### src/rtl/multicycle_control_fsm.sv
// multicycle_control_fsm
//   Main control sequencer of the multi-cycle RV32I core. Walks every
//   instruction through fetch/decode/execute/memory/writeback, steers the
//   ALU operand muxes, handshakes with the single shared memory port and
//   resolves BEQ/BNE from the ALU Zero flag. Unsupported opcodes and branch
//   funct3 values park the machine in a sticky TRAP state until reset.
//
//   Optional feature: define MEM_TIMEOUT_EN to bound every memory wait to
//   MEM_TIMEOUT cycles (an expired wait traps). Without the macro the FSM
//   waits on MemReady indefinitely and MEM_TIMEOUT has no effect.
module multicycle_control_fsm #(
  parameter int unsigned MEM_TIMEOUT = 16
) (
  input  logic       clk,
  input  logic       rst_n,
  input  logic       Run,
  input  logic [6:0] Opcode,
  input  logic [2:0] Funct3,
  input  logic       Zero,
  input  logic       MemReady,
  output logic [1:0] ALUOp,
  output logic       ALUSrcA,
  output logic [1:0] ALUSrcB,
  output logic       MemReq,
  output logic       MemWrite,
  output logic       IorD,
  output logic       IRWrite,
  output logic       PCWrite,
  output logic       PCSrc,
  output logic       RegWrite,
  output logic       ResultSrc,
  output logic       InstrDone,
  output logic       Busy,
  output logic       Trap
);

  // Opcode map of the supported instruction classes
  localparam logic [6:0] OP_R      = 7'b0110011;
  localparam logic [6:0] OP_I_ALU  = 7'b0010011;
  localparam logic [6:0] OP_LOAD   = 7'b0000011;
  localparam logic [6:0] OP_STORE  = 7'b0100011;
  localparam logic [6:0] OP_BRANCH = 7'b1100011;

  // Branch funct3 codes
  localparam logic [2:0] F3_BEQ = 3'b000;
  localparam logic [2:0] F3_BNE = 3'b001;

  // ALUOp encodings
  localparam logic [1:0] ALUOP_ADD = 2'b00;
  localparam logic [1:0] ALUOP_BR  = 2'b01;
  localparam logic [1:0] ALUOP_RI  = 2'b10;

  // ALU operand B select encodings
  localparam logic [1:0] SRCB_RS2  = 2'b00;
  localparam logic [1:0] SRCB_FOUR = 2'b01;
  localparam logic [1:0] SRCB_IMM  = 2'b10;

  typedef enum logic [3:0] {
    S_IDLE      = 4'd0,
    S_FETCH     = 4'd1,
    S_DECODE    = 4'd2,
    S_EXEC_ALU  = 4'd3,
    S_WB_ALU    = 4'd4,
    S_EXEC_ADDR = 4'd5,
    S_MEM_RD    = 4'd6,
    S_MEM_WR    = 4'd7,
    S_WB_MEM    = 4'd8,
    S_EXEC_BR   = 4'd9,
    S_TRAP      = 4'd10
  } state_e;

  state_e state_q, state_d;

  // A memory access is waiting whenever an access state sees no MemReady
  logic mem_state;
  logic mem_wait;
  logic timeout_hit;

  assign mem_state = (state_q == S_FETCH) || (state_q == S_MEM_RD) ||
                     (state_q == S_MEM_WR);
  assign mem_wait  = mem_state && !MemReady;

`ifdef MEM_TIMEOUT_EN
  // Wait counter: number of stalled cycles spent on the current access.
  // It returns to zero whenever the FSM is not stalled, so every access
  // state is entered with a clean count.
  logic [7:0] wait_cnt_q, wait_cnt_d;

  // Next wait count: increment while stalled, otherwise clear
  always_comb begin
    wait_cnt_d = 8'd0;
    if (mem_wait) begin
      wait_cnt_d = wait_cnt_q + 8'd1;
    end
  end

  // Wait counter register
  always_ff @(posedge clk or negedge rst_n) begin
    if (!rst_n) begin
      wait_cnt_q <= 8'd0;
    end else begin
      wait_cnt_q <= wait_cnt_d;
    end
  end

  // The stall that would bring the count to MEM_TIMEOUT traps; a MemReady
  // arriving on that same cycle is not a stall and therefore wins.
  assign timeout_hit = mem_wait && (wait_cnt_q == 8'(MEM_TIMEOUT - 1));
`else
  // No watchdog: waits are unbounded and the limit parameter is inert
  logic [7:0] unused_timeout_limit;
  assign unused_timeout_limit = 8'(MEM_TIMEOUT);
  assign timeout_hit          = 1'b0;
`endif

  // Where to go after the last cycle of a retired instruction
  function automatic state_e boundary_next(input logic run);
    return run ? S_FETCH : S_IDLE;
  endfunction

  // State register; async reset lands in IDLE so every output drops at once
  always_ff @(posedge clk or negedge rst_n) begin
    if (!rst_n) begin
      state_q <= S_IDLE;
    end else begin
      state_q <= state_d;
    end
  end

  // Next-state and output decode (Mealy terms on MemReady and Zero)
  always_comb begin
    state_d   = state_q;
    ALUOp     = ALUOP_ADD;
    ALUSrcA   = 1'b0;
    ALUSrcB   = SRCB_RS2;
    MemReq    = 1'b0;
    MemWrite  = 1'b0;
    IorD      = 1'b0;
    IRWrite   = 1'b0;
    PCWrite   = 1'b0;
    PCSrc     = 1'b0;
    RegWrite  = 1'b0;
    ResultSrc = 1'b0;
    InstrDone = 1'b0;
    Busy      = (state_q != S_IDLE) && (state_q != S_TRAP);
    Trap      = (state_q == S_TRAP);

    case (state_q)
      S_IDLE: begin
        if (Run) begin
          state_d = S_FETCH;
        end
      end

      // Instruction read from PC while the ALU forms PC+4
      S_FETCH: begin
        MemReq  = 1'b1;
        IorD    = 1'b0;
        ALUSrcA = 1'b0;
        ALUSrcB = SRCB_FOUR;
        ALUOp   = ALUOP_ADD;
        if (MemReady) begin
          IRWrite = 1'b1;
          PCWrite = 1'b1;
          PCSrc   = 1'b0;
          state_d = S_DECODE;
        end else if (timeout_hit) begin
          state_d = S_TRAP;
        end
      end

      S_DECODE: begin
        case (Opcode)
          OP_R, OP_I_ALU:    state_d = S_EXEC_ALU;
          OP_LOAD, OP_STORE: state_d = S_EXEC_ADDR;
          OP_BRANCH:         state_d = S_EXEC_BR;
          default:           state_d = S_TRAP;
        endcase
      end

      // Register-register uses rs2, register-immediate uses the immediate
      S_EXEC_ALU: begin
        ALUOp   = ALUOP_RI;
        ALUSrcA = 1'b1;
        ALUSrcB = (Opcode == OP_R) ? SRCB_RS2 : SRCB_IMM;
        state_d = S_WB_ALU;
      end

      S_WB_ALU: begin
        RegWrite  = 1'b1;
        ResultSrc = 1'b0;
        InstrDone = 1'b1;
        state_d   = boundary_next(Run);
      end

      // Effective address rs1 + imm for both loads and stores
      S_EXEC_ADDR: begin
        ALUOp   = ALUOP_ADD;
        ALUSrcA = 1'b1;
        ALUSrcB = SRCB_IMM;
        state_d = (Opcode == OP_STORE) ? S_MEM_WR : S_MEM_RD;
      end

      S_MEM_RD: begin
        MemReq = 1'b1;
        IorD   = 1'b1;
        if (MemReady) begin
          state_d = S_WB_MEM;
        end else if (timeout_hit) begin
          state_d = S_TRAP;
        end
      end

      S_WB_MEM: begin
        RegWrite  = 1'b1;
        ResultSrc = 1'b1;
        InstrDone = 1'b1;
        state_d   = boundary_next(Run);
      end

      // A store retires on the cycle memory accepts it
      S_MEM_WR: begin
        MemReq   = 1'b1;
        MemWrite = 1'b1;
        IorD     = 1'b1;
        if (MemReady) begin
          InstrDone = 1'b1;
          state_d   = boundary_next(Run);
        end else if (timeout_hit) begin
          state_d = S_TRAP;
        end
      end

      // rs1 - rs2 drives Zero this cycle; only BEQ/BNE are legal
      S_EXEC_BR: begin
        ALUOp   = ALUOP_BR;
        ALUSrcA = 1'b1;
        ALUSrcB = SRCB_RS2;
        case (Funct3)
          F3_BEQ: begin
            PCWrite   = Zero;
            PCSrc     = Zero;
            InstrDone = 1'b1;
            state_d   = boundary_next(Run);
          end
          F3_BNE: begin
            PCWrite   = !Zero;
            PCSrc     = !Zero;
            InstrDone = 1'b1;
            state_d   = boundary_next(Run);
          end
          default: begin
            state_d = S_TRAP;
          end
        endcase
      end

      // Sticky; only reset leaves this state
      S_TRAP: begin
        state_d = S_TRAP;
      end

      default: begin
        state_d = S_TRAP;
      end
    endcase
  end

endmodule

### config.mk
export PLATFORM = sky130hd
export DESIGN_NAME = multicycle_control_fsm
export DESIGN_NICKNAME = d
export VERILOG_FILES = /design/src/rtl/multicycle_control_fsm.sv
export SDC_FILE = /design/constraint.sdc
export NUM_CORES = 1
export LEC_CHECK = 0
export ABC_AREA = 1
export ABC_CLOCK_PERIOD_IN_PS = 1800
export BUFFER_PORTS_ARGS = -buffer_cell sky130_fd_sc_hd__buf_2
export CORE_UTILIZATION = 30
export CTS_BUF_LIST = sky130_fd_sc_hd__clkbuf_8 sky130_fd_sc_hd__clkbuf_16
export CTS_CLUSTER_SIZE = 24
export DETAILED_ROUTE_END_ITERATION = 10
export PLACE_DENSITY = 0.57
export REMOVE_ABC_BUFFERS = 1
export SLEW_MARGIN = 20
export SYNTH_ARGS = -nofsm -noshare
export SYNTH_HDL_FRONTEND = slang
export SYNTH_SLANG_ARGS = --single-unit
### constraint.sdc
create_clock -name clk -period 1.8 [get_ports clk]
set_input_delay 0.54 -clock clk [delete_from_list [all_inputs] [get_ports clk]]
set_output_delay 0.54 -clock clk [all_outputs]
set_load 0.01 [all_outputs]
==> results of run 1 <==
[power by group through the flow]
stage | Clock, W | Sequential [W] | Combinational, W
6_report | 0.000186 | 0.0000905 | 0.0000364
5_1_grt | 0.000201 | 0.0000904 | 0.0000415
2_1_floorplan | 0 | 0.0000916 | 0.0000129
3_3_place_gp | 0 | 0.0000916 | 0.0000321
4_1_cts | 0.000193 | 0.0000905 | 0.0000340
3_5_place_dp | 0 | 0.0000916 | 0.0000326
[per-layer routing]
metal | global-route usage | part of all wire | vias up
met2 | 0.268 | 0.52 | 17
met4 | 0.0545 | 0 | 0
met3 | 0.0122 | 0.036 | 0
met5 | 0 | 0 | -
met1 | 0.236 | 0.45 | 346
li1 | - | - | 392
[stage by stage]
step	instance area [µm²]	std cells
after floorplan	544	99
after global placement	778	161
after detailed placement	778	161
after CTS	860	166
after global routing	952	169
final	952	169
[critical path, stage by stage (launching register included)]
cell and delay, ps:
dfrtp_2 450, nor2_4 140, buf_4 120, buf_6 90, nand2_4 70, o22ai_2 130, buf_2 140
[cell usage after synthesis]
master	number
nand4_1	2
a31oi_1	1
nand2_2	3
nor2_4	1
inv_1	18
nand2_4	2
o21bai_1	1
inv_2	5
o21ai_0	2
nand3b_1	1
nand3_1	3
o211ai_1	2
dfrtp_1	4
a21oi_1	2
or2_2	1
xnor2_1	1
nand2_1	27
nor2_2	4
o22ai_1	1
nor2_1	17
nor3_2	1
[how the worst max path moves through the flow]
| stage | start | endpoint | slack, ps | depth (start not counted) |
|---|---|---|---|---|
| 6_report | state_q[2]$_DFFE_PN0P_ | PCWrite | -100 | 6 |
| 5_1_grt | state_q[3]$_DFFE_PN0P_ | ALUSrcB[1] | -180 | 6 |
| 3_3_place_gp | Funct3[1] | PCWrite | -110 | 6 |
| 2_1_floorplan | state_q[2]$_DFFE_PN0P_ | ALUSrcB[1] | 30 | 5 |
| 3_5_place_dp | Funct3[1] | PCWrite | -140 | 6 |
| 4_1_cts | state_q[3]$_DFFE_PN0P_ | ALUSrcB[1] | -110 | 6 |
[final cells by class]
class | instances | area, µm²
multi-input cells | 72 | 423
repair buffers | 42 | 260
well taps | 25 | 31.3
clock buffers | 3 | 41.3
flip-flops and latches | 4 | 105
inverters | 23 | 91.3
fillers | 181 | 756
[cells by family (layout without fill, tap and decap cells)]
logic type,Yosys count,count (layout),share of synthesized area
xor+xnor,1,1,0.0161
simple gates,62,62,0.540
buf+inv,23,68,0.159
compound gates,9,9,0.101
flops,4,4,0.184
[timing repair]
item	in CTS	in global routing
setup buffers	2	3
setup endpoints to repair	6	12
resized for setup	10	19
pin swaps	4	9
==> flow_metrics.py, run 1 <==
metrics = {
    "outcome": {
        "status": "finished, violations left",
        "violations": "negative setup slack",
    },
    "detailed_routing": {
        "vias": 755,
        "ant_nets": 0,
        "wl_um": 1680,
        "wl_per_cell_um": 9.95,
        "initialDrtViolationCount": 17,
        "drtPass1Iterations": 6,
        "routed_via_density": 4.47,
        "drc": 0,
    },
    "clocking": {
        "cts_tree": "built",
        "clkTransAtPathRegs_ps": 30,
        "clock_path_buffers": 2,
        "cts_buffers": 3,
        "cts_root_buf": "clkbuf_8",
        "ctsHtreeMaxLevel": 1,
        "cts_hold_buf": 0,
        "cts_sinks": 4,
        "clock_latency_ps": 210,
    },
    "placed_design": {
        "dp_hpwl_um": 1250,
        "portBuffers": 30,
        "pre_cts_ws_ps": -138,
        "gp_congestion": 0.746,
    },
    "global_routing": {
        "overflow": 0,
        "track_usage": 0.167,
        "grt_pass1_vias": 616,
        "grt_max_degree": 6,
        "grt_antenna_before_repair": 0,
        "grt_pass1_wl_um": 2460,
    },
    "layout": {
        "largest_reg_flops": 4,
        "regMostFlops": "state_q",
        "final_cell_mix": "buf_2 (28), nand2_1 (25), inv_1 (16)",
        "utilization": 0.558,
        "diodes": 0,
        "drive_gt1_frac": 0.542,
        "final_common_cell": "buf_2",
        "nets": 161,
        "reg_top3": "state_q: 4 flops",
        "syn2layout_area_growth_pct": 74.9,
    },
    "synthesis": {
        "yosysTopAreaCellShare": 0.186,
        "syn_avg_cell_area_um2": 5.50,
        "synth-seq-cells": 4,
        "synthTopCellsByArea": "nand2_1 (19%), dfrtp_1 (18%), inv_1 (12%), nor2_1 (12%), nor2_2 (4.6%)",
        "yosysTopAreaCell": "nand2_1",
        "syn_area_um2": 544,
        "ys_seq_area_frac": 0.184,
        "yosysWarnings": 0,
        "synth_cell_type_count": 21,
        "synthCells": 99,
    },
    "power": {
        "p_leak_nw": 0.579,
        "ir_drop_mv": 0.295,
        "internal_power_w": 0.000252,
        "seqPwrFrac": 0.289,
        "p_switching_w": 0.0000611,
        "power_frac_comb": 0.116,
        "clkPwrFrac": 0.595,
        "total_power_w": 0.000313,
        "power_density_nw_per_um2": 329,
        "swShare": 0.195,
    },
    "critical_path": {
        "reg2regPathDepth": 10,
        "path_max_fanout": 5,
        "critPathArrivalTime_ps": 1360,
        "crit_required_ps": 1260,
        "rr_endpoint": "state_q[3]$_DFFE_PN0P_",
        "cp-end-kind": "output pin",
        "timing.rr.start": "state_q[2]$_DFFE_PN0P_",
        "rrSetupSlack_ps": 390,
        "crit_type": "reg2out",
        "critPathLaunchType": "flop",
    },
    "sta": {
        "hold_slack_ps": 120,
        "fin_tns_setup_ps": -342,
        "skew_ps": 0.318,
        "rsz0062_at_grt": "yes",
        "relSlewSlack": 0.770,
        "fmax_mhz": 525,
        "report.final.slew_viol_count": 0,
        "final-hold-violation-count": 0,
        "period_needed_ps": 1900,
        "min_period_over_period": 1.06,
        "setup_slack_ps": -105,
        "setup-violations-final": 6,
        "worst_pin_slew_ps": 342,
    },
    "die": {
        "core_area_um2": 1710,
        "start_util": 0.319,
        "die_w_um": 44.6,
        "io_pins": 31,
        "rows": 15,
        "die_h_um": 44.6,
        "dieArea_um2": 1990,
    },
    "hold_path": {
        "hold_class": "in2async",
    },
    "flow_run": {
        "cap_violations": 0,
    },
}
(Power assumes the default switching activity.)
==> run 2, diff against run 1 <==
Settings changed: ABC_CLOCK_PERIOD_IN_PS 1800 to 2050, CORE_ASPECT_RATIO set to 0.9.
Clock period 1.8 ns to 2.05 ns, I/O delays scaled along.
==> run 2 against run 1 <==
The flow now finishes without violations; die area is essentially flat; via count shrank 9.8%; clock skew grew 0.69 ps; utilization shrank 6.6 points; clock power shrank 13%; critical path type unchanged; critical endpoint is now ALUSrcB[1].
==> flow_metrics.py, run 2 (synthesized netlist as in run 1, its figures left out) <==
metrics = {
    "outcome": {
        "status": "completed",
    },
    "critical_path": {
        "startpoint": "state_q[3]$_DFFE_PN0P_",
        "critPathLaunchType": "flop",
        "path_max_fanout": 5,
        "crit_type": "reg2out",
        "cp-end-kind": "output pin",
        "rrSetupSlack_ps": 740,
        "timing.rr.start": "state_q[1]$_DFFE_PN0P_",
        "critPathArrivalTime_ps": 1360,
        "crit_required_ps": 1430,
    },
    "detailed_routing": {
        "initialDrtViolationCount": 10,
        "wl_um": 1450,
        "drtPass1Iterations": 3,
        "routed_via_density": 4.28,
        "drc": 0,
        "wl_per_cell_um": 9.11,
        "ant_nets": 0,
        "vias": 681,
    },
    "layout": {
        "fillerInstances": 203,
        "largest_reg_flops": 4,
        "diodes": 0,
        "drive_gt1_frac": 0.474,
        "reg_top3": "state_q: 4 flops",
        "regMostFlops": "state_q",
        "syn2layout_area_growth_pct": 51.7,
        "nets": 152,
        "final_common_cell": "buf_2",
        "design_area_um2": 826,
        "final_cell_mix": "buf_2 (30), nand2_1 (24), inv_1 (17)",
    },
    "clocking": {
        "ctsHtreeMaxLevel": 1,
        "clkTransAtPathRegs_ps": 30,
        "cts_buffers": 3,
        "clock_latency_ps": 210,
        "clock_path_buffers": 2,
        "cts_tree": "built",
        "cts_root_buf": "clkbuf_8",
        "cts_sinks": 4,
        "cts_hold_buf": 0,
    },
    "sta": {
        "fmax_mhz": 507,
        "min_period_over_period": 0.963,
        "hold_slack_ps": 195,
        "report.final.slew_viol_count": 0,
        "final-hold-violation-count": 0,
        "rsz0062_at_grt": "yes",
        "worst_pin_slew_ps": 235,
        "setup-violations-final": 0,
        "relSlewSlack": 0.842,
        "skew_ps": 1.01,
        "period_needed_ps": 1970,
    },
    "die": {
        "die_w_um": 46.9,
        "start_util": 0.324,
        "io_pins": 31,
        "core_area_um2": 1680,
        "die_h_um": 42.4,
        "rows": 14,
        "dieArea_um2": 1990,
    },
    "hold_path": {
        "hold_class": "in2async",
    },
    "global_routing": {
        "grt_pass1_vias": 605,
        "track_usage": 0.168,
        "grt_antenna_before_repair": 0,
        "grt_max_degree": 7,
        "overflow": 0,
        "grt_pass1_wl_um": 2400,
    },
    "power": {
        "p_leak_nw": 0.509,
        "power_density_nw_per_um2": 329,
        "ir_drop_mv": 0.393,
    },
    "placed_design": {
        "portBuffers": 30,
        "dp_hpwl_um": 1230,
        "gp_congestion": 0.836,
        "post_dp_cell_area_um2": 739,
    },
    "flow_run": {
        "cap_violations": 0,
    },
}
run 2: cell count changes in the layout (fill, tap and decap cells not counted), moves of 2 or more:
| cell | change |
|---|---|
| buf_2 | +2 |
| buf_4 | -7 |
| buf_6 | -4 |
| inv_4 | -2 |
| nand2_2 | +2 |
| nor2_1 | +3 |
| nor2_2 | -2 |
run 2: metrics by stage:
stage                     TNS [ps]  power (W)  setup WS, ps  instances  utilization
after floorplan                  0  0.0000917           133         99            -
final                            0   0.000272          76.7        159        0.491
after CTS                        0   0.000277          4.08        158        0.469
after global routing         -3.61   0.000288         -3.61        159        0.491
after detailed placement     -73.4   0.000109         -35.3        155        0.440
after global placement       -35.0   0.000109         -25.2        155        0.440
run 2: routing by layer:
layer,share of wire,vias to the layer above,global-route usage
li1,-,375,-
met1,0.51,292,0.230
met2,0.46,12,0.247
met3,0.019,2,0.0259
met4,0.015,0,0.0857
met5,0,-,0
run 2: worst max-delay path, stage by stage, from the launching register on:
cell and delay (ps):
dfrtp_2 430, nor2_4 130, inv_2 50, nor3_2 150, nor2_2 80, a31oi_1 150, buf_2 150
run 2: timing repair:
| item | 4_1_cts | 5_1_grt |
|---|---|---|
| gates resized for setup | 4 | 11 |
| buffers inserted | 0 | 1 |
| endpoints found under the setup margin | 4 | 5 |
| pin swaps | 1 | 1 |
run 2: final timing paths:
check,to,cells past startpoint
min in group clk,state_q[0]$_DFFE_PN0P_,2
max in group asynchronous,state_q[2]$_DFFE_PN0P_,1
worst max register to register,state_q[0]$_DFFE_PN0P_,8
worst max-delay path,ALUSrcB[1],6
worst min-delay path,state_q[1]$_DFFE_PN0P_,1
worst min register to register,state_q[0]$_DFFE_PN0P_,2
run 2: cell type report:
cell class	instances	area, µm²	area share
tap	24	30.0	0.0364
inverter	23	86.3	0.105
timing repair buffer	33	173	0.209
sequential	4	105	0.127
multi-input combinational	72	390	0.473
clock buffer	3	41.3	0.0500
run 2: report_power, final:
group / total, W / internal (W) / leakage [nW] / switching [W]
combinational: 0.0000301 / 0.0000154 / 0.446 / 0.0000148
clock: 0.000162 / 0.000125 / 0.0216 / 0.0000375
sequential: 0.0000795 / 0.0000795 / 0.0415 / 0
